--- src/rtl/matmul_pkg.sv ---
// Shared types and constants for the sequential matrix multiplier.
// Element (r,c) of a flat matrix bus lives at bits [idx(r,c) +: DW].
package matmul_pkg;

  localparam int unsigned MAX_N  = 5;
  localparam int unsigned DW     = 8;
  localparam int unsigned FLAT_W = MAX_N * MAX_N * DW;
  localparam int unsigned IDX_W  = 3;

  typedef enum logic [2:0] {
    IDLE,
    LOAD,
    MAC,
    WRITE,
    DONE
  } state_e;

  function automatic int unsigned idx(input int unsigned r, input int unsigned c);
    return (r * MAX_N + c) * DW;
  endfunction

endpackage

--- src/rtl/multiplier.sv ---
// Combinational signed DW x DW multiplier: wrapped DW-bit product plus overflow flag.
module multiplier
  import matmul_pkg::*;
(
  input  logic          rst,
  input  logic [DW-1:0] a,
  input  logic [DW-1:0] b,
  output logic [DW-1:0] prod,
  output logic          ovf
);

  logic signed [2*DW-1:0] full;

  always_comb begin
    full = (2*DW)'($signed(a)) * (2*DW)'($signed(b));
    prod = full[DW-1:0];
    ovf  = (full[2*DW-1:DW-1] != {(DW+1){full[DW-1]}});
    if (rst) begin
      prod = '0;
      ovf  = 1'b0;
    end
  end

endmodule

--- src/rtl/matmul_seq.sv ---
// Sequencer computing C = A x B one MAC per clock through a single shared multiplier.
// Results wrap to DW bits; ovf is sticky over the whole operation.
module matmul_seq
  import matmul_pkg::*;
(
  input  logic              clk,
  input  logic              rst,
  input  logic              start,
  input  logic [IDX_W-1:0]  size,
  input  logic [FLAT_W-1:0] a_flat,
  input  logic [FLAT_W-1:0] b_flat,
  output logic [FLAT_W-1:0] c_flat,
  output logic              busy,
  output logic              done,
  output logic              ovf,
  output logic              size_err
);

  state_e              state_q, state_d;
  logic [FLAT_W-1:0]   a_q, a_d, b_q, b_d, c_q, c_d;
  logic [IDX_W-1:0]    n_q, n_d, i_q, i_d, j_q, j_d, k_q, k_d;
  logic [DW-1:0]       acc_q, acc_d;
  logic                busy_q, busy_d, done_q, done_d, ovf_q, ovf_d, serr_q, serr_d;

  logic [DW-1:0]       op_a, op_b, prod, sum;
  logic                mul_ovf, add_ovf, size_ok, last_k, last_j, last_i;

  multiplier u_mul (
    .rst  (1'b0),
    .a    (op_a),
    .b    (op_b),
    .prod (prod),
    .ovf  (mul_ovf)
  );

  // Operand muxing and wrapping accumulate
  always_comb begin
    op_a    = a_q[idx(32'(i_q), 32'(k_q)) +: DW];
    op_b    = b_q[idx(32'(k_q), 32'(j_q)) +: DW];
    sum     = acc_q + prod;
    add_ovf = (acc_q[DW-1] == prod[DW-1]) && (sum[DW-1] != acc_q[DW-1]);
    size_ok = (size >= IDX_W'(2)) && (32'(size) <= MAX_N);
    last_k  = (k_q == n_q - IDX_W'(1));
    last_j  = (j_q == n_q - IDX_W'(1));
    last_i  = (i_q == n_q - IDX_W'(1));
  end

  always_comb begin
    state_d = state_q;
    a_d     = a_q;
    b_d     = b_q;
    c_d     = c_q;
    n_d     = n_q;
    i_d     = i_q;
    j_d     = j_q;
    k_d     = k_q;
    acc_d   = acc_q;
    busy_d  = busy_q;
    done_d  = 1'b0;
    ovf_d   = ovf_q;
    serr_d  = serr_q;
    case (state_q)
      IDLE: begin
        if (start) begin
          if (size_ok) begin
            // size is captured with its legality check so MAC never sees an unchecked N
            n_d     = size;
            busy_d  = 1'b1;
            state_d = LOAD;
          end else begin
            serr_d  = 1'b1;
            state_d = DONE;
          end
        end
      end
      LOAD: begin
        a_d     = a_flat;
        b_d     = b_flat;
        c_d     = '0;
        ovf_d   = 1'b0;
        serr_d  = 1'b0;
        acc_d   = '0;
        i_d     = '0;
        j_d     = '0;
        k_d     = '0;
        state_d = MAC;
      end
      MAC: begin
        acc_d = sum;
        ovf_d = ovf_q | mul_ovf | add_ovf;
        k_d   = k_q + IDX_W'(1);
        if (last_k) state_d = WRITE;
      end
      WRITE: begin
        c_d[idx(32'(i_q), 32'(j_q)) +: DW] = acc_q;
        acc_d = '0;
        k_d   = '0;
        if (last_j) begin
          j_d = '0;
          i_d = i_q + IDX_W'(1);
        end else begin
          j_d = j_q + IDX_W'(1);
        end
        if (last_i && last_j) begin
          busy_d  = 1'b0;
          done_d  = 1'b1;
          state_d = DONE;
        end else begin
          state_d = MAC;
        end
      end
      DONE: begin
        // A rejected start reaches DONE straight from IDLE, so its pulse is issued here
        done_d  = serr_q;
        busy_d  = 1'b0;
        state_d = IDLE;
      end
      default: state_d = IDLE;
    endcase
  end

  always_ff @(posedge clk or negedge rst) begin
    if (!rst) begin
      state_q <= IDLE;
      a_q     <= '0;
      b_q     <= '0;
      c_q     <= '0;
      n_q     <= '0;
      i_q     <= '0;
      j_q     <= '0;
      k_q     <= '0;
      acc_q   <= '0;
      busy_q  <= 1'b0;
      done_q  <= 1'b0;
      ovf_q   <= 1'b0;
      serr_q  <= 1'b0;
    end else begin
      state_q <= state_d;
      a_q     <= a_d;
      b_q     <= b_d;
      c_q     <= c_d;
      n_q     <= n_d;
      i_q     <= i_d;
      j_q     <= j_d;
      k_q     <= k_d;
      acc_q   <= acc_d;
      busy_q  <= busy_d;
      done_q  <= done_d;
      ovf_q   <= ovf_d;
      serr_q  <= serr_d;
    end
  end

  assign c_flat   = c_q;
  assign busy     = busy_q;
  assign done     = done_q;
  assign ovf      = ovf_q;
  assign size_err = serr_q;

endmodule

--- config.mk ---
export PLATFORM = sky130hd
export DESIGN_NAME = matmul_seq
export DESIGN_NICKNAME = d
export VERILOG_FILES = /design/src/rtl/matmul_pkg.sv /design/src/rtl/multiplier.sv /design/src/rtl/matmul_seq.sv
export SDC_FILE = /design/constraint.sdc
export NUM_CORES = 1
export LEC_CHECK = 0
export ABC_AREA = 0
export CORE_UTILIZATION = 50
export CTS_CLUSTER_DIAMETER = 150
export DETAILED_ROUTE_END_ITERATION = 7
export HOLD_SLACK_MARGIN = 0.15
export PLACE_DENSITY = 0.77
export SLEW_MARGIN = 40
export SYNTH_ARGS = -nofsm -noshare
export SYNTH_HDL_FRONTEND = slang
export SYNTH_SLANG_ARGS = --single-unit
export TNS_END_PERCENT = 30
--- constraint.sdc ---
create_clock -name clk -period 14.6 [get_ports clk]
set_input_delay 2.19 -clock clk [delete_from_list [all_inputs] [get_ports clk]]
set_output_delay 2.19 -clock clk [all_outputs]
set_load 0.02 [all_outputs]
# Yosys cells after proc, flatten, opt, wreduce, memory -nomap -nowiden
# Cells that the tools add are included.
[word_totals]
word_cells = 87
latch_bits = 0
memories = 0
regBits = 627
inputBits = 406
output_inout_bits = 204
ramBits = 0
mem_bits_ro = 0
[op_classes]
shift = 4
n_addsub = 9
bitwise = 2
multipliers = 3
order_cmp = 2
mux = 23
n_eq_ne = 16
n_div = 0
reduce_logical = 15
[ops]
columns = ["operator", "count"]
rows = [
  ["one-hot mux 200 bit (2 select lines)", 1],
  ["variable part select 200 x 11 -> 8 bit", 2],
  ["bitwise mux 200 bit", 1],
  ["variable shift 8 x 34 -> 200 bit (first input constant)", 1],
  ["variable part select 8 x 34 -> 200 bit", 1],
  ["negator 10 -> 34 bit", 1],
  ["adder 6 x 3 -> 7 bit", 3],
  ["2-to-1 mux 3 bit", 6],
  ["one-hot mux 3 bit (2 select lines)", 3],
  ["multiplier 8 x 8 -> 16 bit", 1],
  ["one-hot mux 8 bit (2 select lines)", 1],
  ["multiplier 3 x 3 -> 6 bit (second input constant)", 2],
  ["!= test 2 bit (second input constant)", 6],
  ["one-hot mux 3 bit (4 select lines)", 1],
  ["adder 3 x 1 -> 3 bit (second input constant)", 3],
  ["equality test 3 bit", 3],
  ["adder 8 bit", 1],
  ["!= test 8 bit", 1],
  ["nonzero test 2 bit", 4],
  ["equality test 3 x 2 -> 1 bit (second input constant)", 2],
  ["2-to-1 mux 1 bit", 6],
  ["one-hot mux 1 bit (2 select lines)", 3],
  ["AND reduction 3 bit", 2],
  ["AND reduction 2 bit", 2],
  ["14 further kinds", 17],
]

# Logic depth before layout (Yosys ltp)
[logic_depth]
depth_word = 9
mapped_depth = 31
ltp_nobuf = 29

# Modules after synthesis
# A second synthesis with hierarchy kept.
[hier_totals]
cells_unflattened = 3263
area_unflattened_um2 = 31358.8
[modules_own_cells]
columns = ["module", "cells_each", "area_each_um2", "seq_area_each_um2", "instances"]
rows = [
  ["matmul_seq", 2952, 28695.0, 15690.0, 1],
  ["multiplier", 311, 2663.8, 0.0, 1],
]

# Worst setup path after synthesis
# No wires, ideal clock.
[synth_path]
path_type = "register -> register"
start = "register k_q[0]"
end = "register ovf_q, in the netlist ovf"
arrival_ps = 7372
setup_slack_ps = 7098
required_time_ps = 14470
setup_ps = 130
stages_incl_launch_ff = 25
n_path_buf = 1
synth_period_minus_slack_ps = 7502
path_cell_list = "dfrtp_1 > ha_1 > ha_1 > inv_1 > fa_1 > xor2_2 > nor4b_2 > a21oi_1 > a211oi_2 > inv_1 > or2_1 > fa_1 > fa_1 > inv_1 > fa_1 > fa_1 > ha_1 > clkbuf_1 > nand2_1 > or3b_2 > a21boi_0 > o41ai_1 > or4_1 > a211oi_1 > o211ai_1"
[synth_between]
elab_chain_cells = 9
elab_cells_between_ends = 14
classes_between = "3 x add/sub; 2 x mul; 3 x eq/ne; 2 x shift; 1 x mux; 2 x bitwise; 1 x reduce/logical"
[synth_lines]
columns = ["item", "line_no", "text"]
rows = [
  ["start, declared", "matmul_seq.sv:21", "logic [IDX_W-1:0] n_q, n_d, i_q, i_d, j_q, j_d, k_q, k_d;"],
  ["start signal, assigned", "matmul_seq.sv:145", "k_q <= k_d;"],
  ["multiplier 3 x 3 -> 6 bit", "matmul_pkg.sv:19", "return (r * MAX_N + c) * DW;"],
  ["adder 6 x 3 -> 7 bit", "matmul_pkg.sv:19", ""],
  ["variable part select 200 x 11 -> 8 bit", "matmul_seq.sv:39", "op_b = b_q[idx(32'(k_q), 32'(j_q)) +: DW];"],
  ["multiplier 8 x 8 -> 16 bit *", "multiplier.sv:15", "full = (2*DW)'($signed(a)) * (2*DW)'($signed(b));"],
  ["adder 8 bit", "matmul_seq.sv:40", "sum = acc_q + prod;"],
  ["!= test 1 bit", "matmul_seq.sv:41", "add_ovf = (acc_q[DW-1] == prod[DW-1]) && (sum[DW-1] != acc_q[DW-1]);"],
  ["logical AND 1 bit", "matmul_seq.sv:41", ""],
  ["bitwise OR 1 bit *", "matmul_seq.sv:90", "ovf_d = ovf_q | mul_ovf | add_ovf;"],
  ["one-hot mux 1 bit (2 select lines) *", "matmul_seq.sv:62", "case (state_q)"],
  ["end signal, assigned", "matmul_seq.sv:149", "ovf_q <= ovf_d;"],
  ["end, declared", "matmul_seq.sv:23", "logic busy_q, busy_d, done_q, done_d, ovf_q, ovf_d, serr_q, serr_d;"],
]
# Every way passes the cells marked *; elsewhere a longest branch is shown, timed or not.
# A chain may end at the register's enable or synchronous reset.

# Worst setup path after layout
# Ends and elaborated chain as after synthesis.

==> metrics.md <==
| Metric | Value |
|---|---|
| Finish-stage setup viols | 0 |
| CTS sink cnt | 627 |
| Port bufs | 609 |
| Die area | 64,900 um^2 |
| Hold Fails Final Rpt | 0 |
| Die Wd | 255 um |
| Ys flop type | dfrtp_1 |
| Final Skew | 18.8 ps |
| Final period util | 0.563 |
| Worst Max-Slew Pin Slew | 830 ps |
| Syn Inst Count | 3,257 |
| Seq/Total Area, Yosys | 0.491 |
| Crit path DAT | 8710 ps |
| Peak Freq | 122 MHz |
| I/O pin count | 610 |
| Most frequent cells in the layout | nand2_1 (1,496), dfrtp_1 (627), clkdlybuf4s50_1 (608), mux2i_1 (214), mux4_2 (104) |
| Final Slew Violations | 0 |
| Pleak | 18.7 nW |
| Row count | 92 |
| DP Worst Slack | 6400 ps |
| Die height | 255 um |
| First-pass GRT wire length | 150,000 um |
| Global route overflow | 0 |
| Unrepaired setup endpoints after global routing | no |
| CTS H-tree depth | 3 |
| Number of gates resized after CTS | 0 |
| All-layer global routing usage | 0.303 |
| Most common cell after layout, fill and taps aside | nand2_1 |
| Ys async rst share | 1.00 |
| CTS tree | done |
| Drt first-iter violations | 2,179 |
| Final net count | 4,337 |
| Drc violations | 0 |
| Clock latency on the worst-skew pair | 620 ps |
| Slowest cell on crit path | nor4b_2 |
| GP Congestion | 0.897 |
| Post-Route WL | 98,100 um |
| Clk slew on worst S/H paths | 60 ps |
| Vias post-DR | 25,729 |
| DR pass1 iterations | 6 |
| Filler cells | 4,977 |
| Antenna viol nets, final | 0 |
| Initial Util | 0.507 |
| Critical Path Start Type | register |
| Cell Pwr Density | 118 nW/um^2 |
| Most frequent CP cell | fa_1 |
| Setup CP Type | register to register |
| Routed length per instance | 20.7 um |
| Min Clock Period, post-route | 8220 ps |
| DR vias/cell | 5.44 |
| Slew HR | 0.447 |
| Core Util, Final | 0.657 |
| Synth unique cells | 76 |
| Setup ws final | 6380 ps |
| Yosys reg bits | 627 |
| Buffers & Inverters on Critical Path | 3 |
| Mapped Area | 32,000 um^2 |
| VDD IR max | 0.0000946 V |
| Critical Path Max Stage Delay | 640 ps |
| Syn avg cell area | 9.81 um^2 |
| Antenna violations before repair | 29 |
| Num CTS Buffers | 69 |
| Core box area | 63,100 um^2 |
| Setup TNS Final | 0 ps |
| Critical path endpoint category | register |
| Vias in the first global route | 25,779 |
| Worst EP required | 15,090 ps |
| Area growth syn-to-layout | 29.7% |
| Post-synth EDFFs | 0 |
| Post-CTS Setup Bufs | 0 |
| Max_cap viols | 0 |
| CP max FO | 9 |
| Syn Nets | 3,783 |
| HPWL Detailed | 71,200 um |
| Largest net degree at the start of global routing | 134 |
| CTS root buf | clkbuf_16 |
| YS warnings | 0 |
| CTS Hold Bufs | 0 |
| Outcome | finished, final reports clean |
| Max Buffers Root-to-Sink | 3 |
| Worst path top cell family by delay | adder cells |
| CP cell instances | ha_1, ha_1, inv_1, fa_1, xor2_4, nor4b_2, a21oi_1, a211oi_2, inv_1, or2_1, fa_1, fa_1, inv_1, fa_1, fa_1, ha_1, nand2_1, or3b_2, a21boi_0, o41ai_1, or4_1, a211oi_1, o211ai_1 |
| Layout cell share with drive strength beyond 1 | 0.0862 |
| Class of the tightest hold or removal check | register to register |
## final cells by class
type / instances / area [um^2] / share of cell area
Antenna cell: 26 / 65.1 / 0.00157
Clock inverter: 27 / 364 / 0.00878
Inverter: 79 / 297 / 0.00715
Sequential cell: 627 / 15700 / 0.379
Timing Repair Buffer: 657 / 6640 / 0.160
Clock buffer: 94 / 1930 / 0.0466
Tap cell: 846 / 1060 / 0.0255
Multi-Input combinational cell: 2377 / 15400 / 0.372
## through the flow
| step | hold WS [ps] | area (um^2) | std cells | total power, W |
|---|---|---|---|---|
| 6_report | 469 | 41500 | 4733 | 0.00490 |
| 5_1_grt | 483 | 41400 | 4727 | 0.00514 |
| 4_1_cts | 471 | 41300 | 4702 | 0.00492 |
| 3_5_place_dp | 457 | 39000 | 4581 | 0.00315 |
| 3_3_place_gp | 452 | 38700 | 4568 | 0.00312 |
| 2_1_floorplan | 440 | 32000 | 3257 | 0.00268 |
## sequential cells by signal, indices dropped and copies added, names as in the netlist
signal    count
n_q           3
j_q           3
k_q           3
busy          1
acc_q         8
done          1
ovf           1
size_err      1
i_q           3
b_q         200
state_q       3
c_flat      200
a_q         200
## final timing paths
| kind | cells past startpoint | end | slack, ps | from |
|---|---|---|---|---|
| setup / recovery | 23 | ovf$_DFFE_PN0P_ | 6380 | k_q[0]$_DFFE_PN0P_ |
| hold / removal | 2 | b_q[89]$_DFFE_PN0P_ | 470 | b_q[89]$_DFFE_PN0P_ |
| setup reg to reg | 23 | ovf$_DFFE_PN0P_ | 6380 | k_q[0]$_DFFE_PN0P_ |
| hold reg to reg | 2 | b_q[89]$_DFFE_PN0P_ | 470 | b_q[89]$_DFFE_PN0P_ |
| max in group asynchronous | 5 | b_q[193]$_DFFE_PN0P_ | 10880 | rst |
| min in group asynchronous | 1 | c_flat[140]$_DFFE_PN0P_ | 1400 | rst |
## report_power, final
group	switching (W)	internal (W)	total (W)
registers	0.000110	0.00186	0.00197
clock network	0.000734	0.00104	0.00178
logic	0.000616	0.000542	0.00116
total	0.00146	0.00344	0.00490
## metal layers
metal  part of all wire  global-route usage
met2               0.49               0.497
met3              0.068              0.0635
met1               0.40               0.388
met5             0.0012                   0
met4              0.038               0.133
## tightest hold or removal path, delay by kind of cell (launching register included)
| family | cells | cell delay (ps) |
|---|---|---|
| and+or+nand+nor | 2 | 100 |
| DFF | 1 | 340 |
## logic make-up (layout without fill, tap and decap cells)
family                     Yosys count  count (layout)  synth area share
AOI/OAI and AO/OA                  161             161            0.0339
xor gates and xnor gates            47              47            0.0159
adders and majority gates          120             120            0.0609
buffers and inverters              253             857            0.0326
DFF                                627             627             0.491
muxes                              331             331             0.145
other                                0              26                 0
and+or+nand+nor                   1718            1718             0.221
## cell usage after synthesis (4+ instances only)
cell type | instances | area [um^2]
a22oi_1 | 5 | 37.5
nor4b_1 | 5 | 43.8
mux2i_1 | 214 | 2140
ha_1 | 61 | 763
nor4_4 | 10 | 213
nor4b_2 | 6 | 90.1
nand3_1 | 49 | 245
buf_6 | 5 | 56.3
clkbuf_1 | 145 | 544
buf_2 | 15 | 75.1
a21o_1 | 8 | 60.1
a211o_1 | 4 | 35.0
o21a_1 | 5 | 37.5
a211oi_1 | 13 | 97.6
or3_1 | 5 | 31.3
dfrtp_1 | 627 | 15700
mux2_2 | 13 | 146
and2_1 | 7 | 43.8
nor3_1 | 18 | 90.1
nor2b_1 | 16 | 100
o211ai_1 | 13 | 97.6
nor3_4 | 7 | 114
xor2_1 | 14 | 123
nand2b_1 | 7 | 43.8
inv_1 | 79 | 297
mux4_2 | 104 | 2340
buf_1 | 5 | 18.8
fa_1 | 59 | 1180
nand2_1 | 1497 | 5620
and3_1 | 4 | 25.0
nor2_1 | 69 | 259
xnor2_1 | 26 | 228
a31oi_1 | 4 | 25.0
a21oi_1 | 37 | 185
o21ai_0 | 42 | 210
Power figures use the tool's default switching activity.
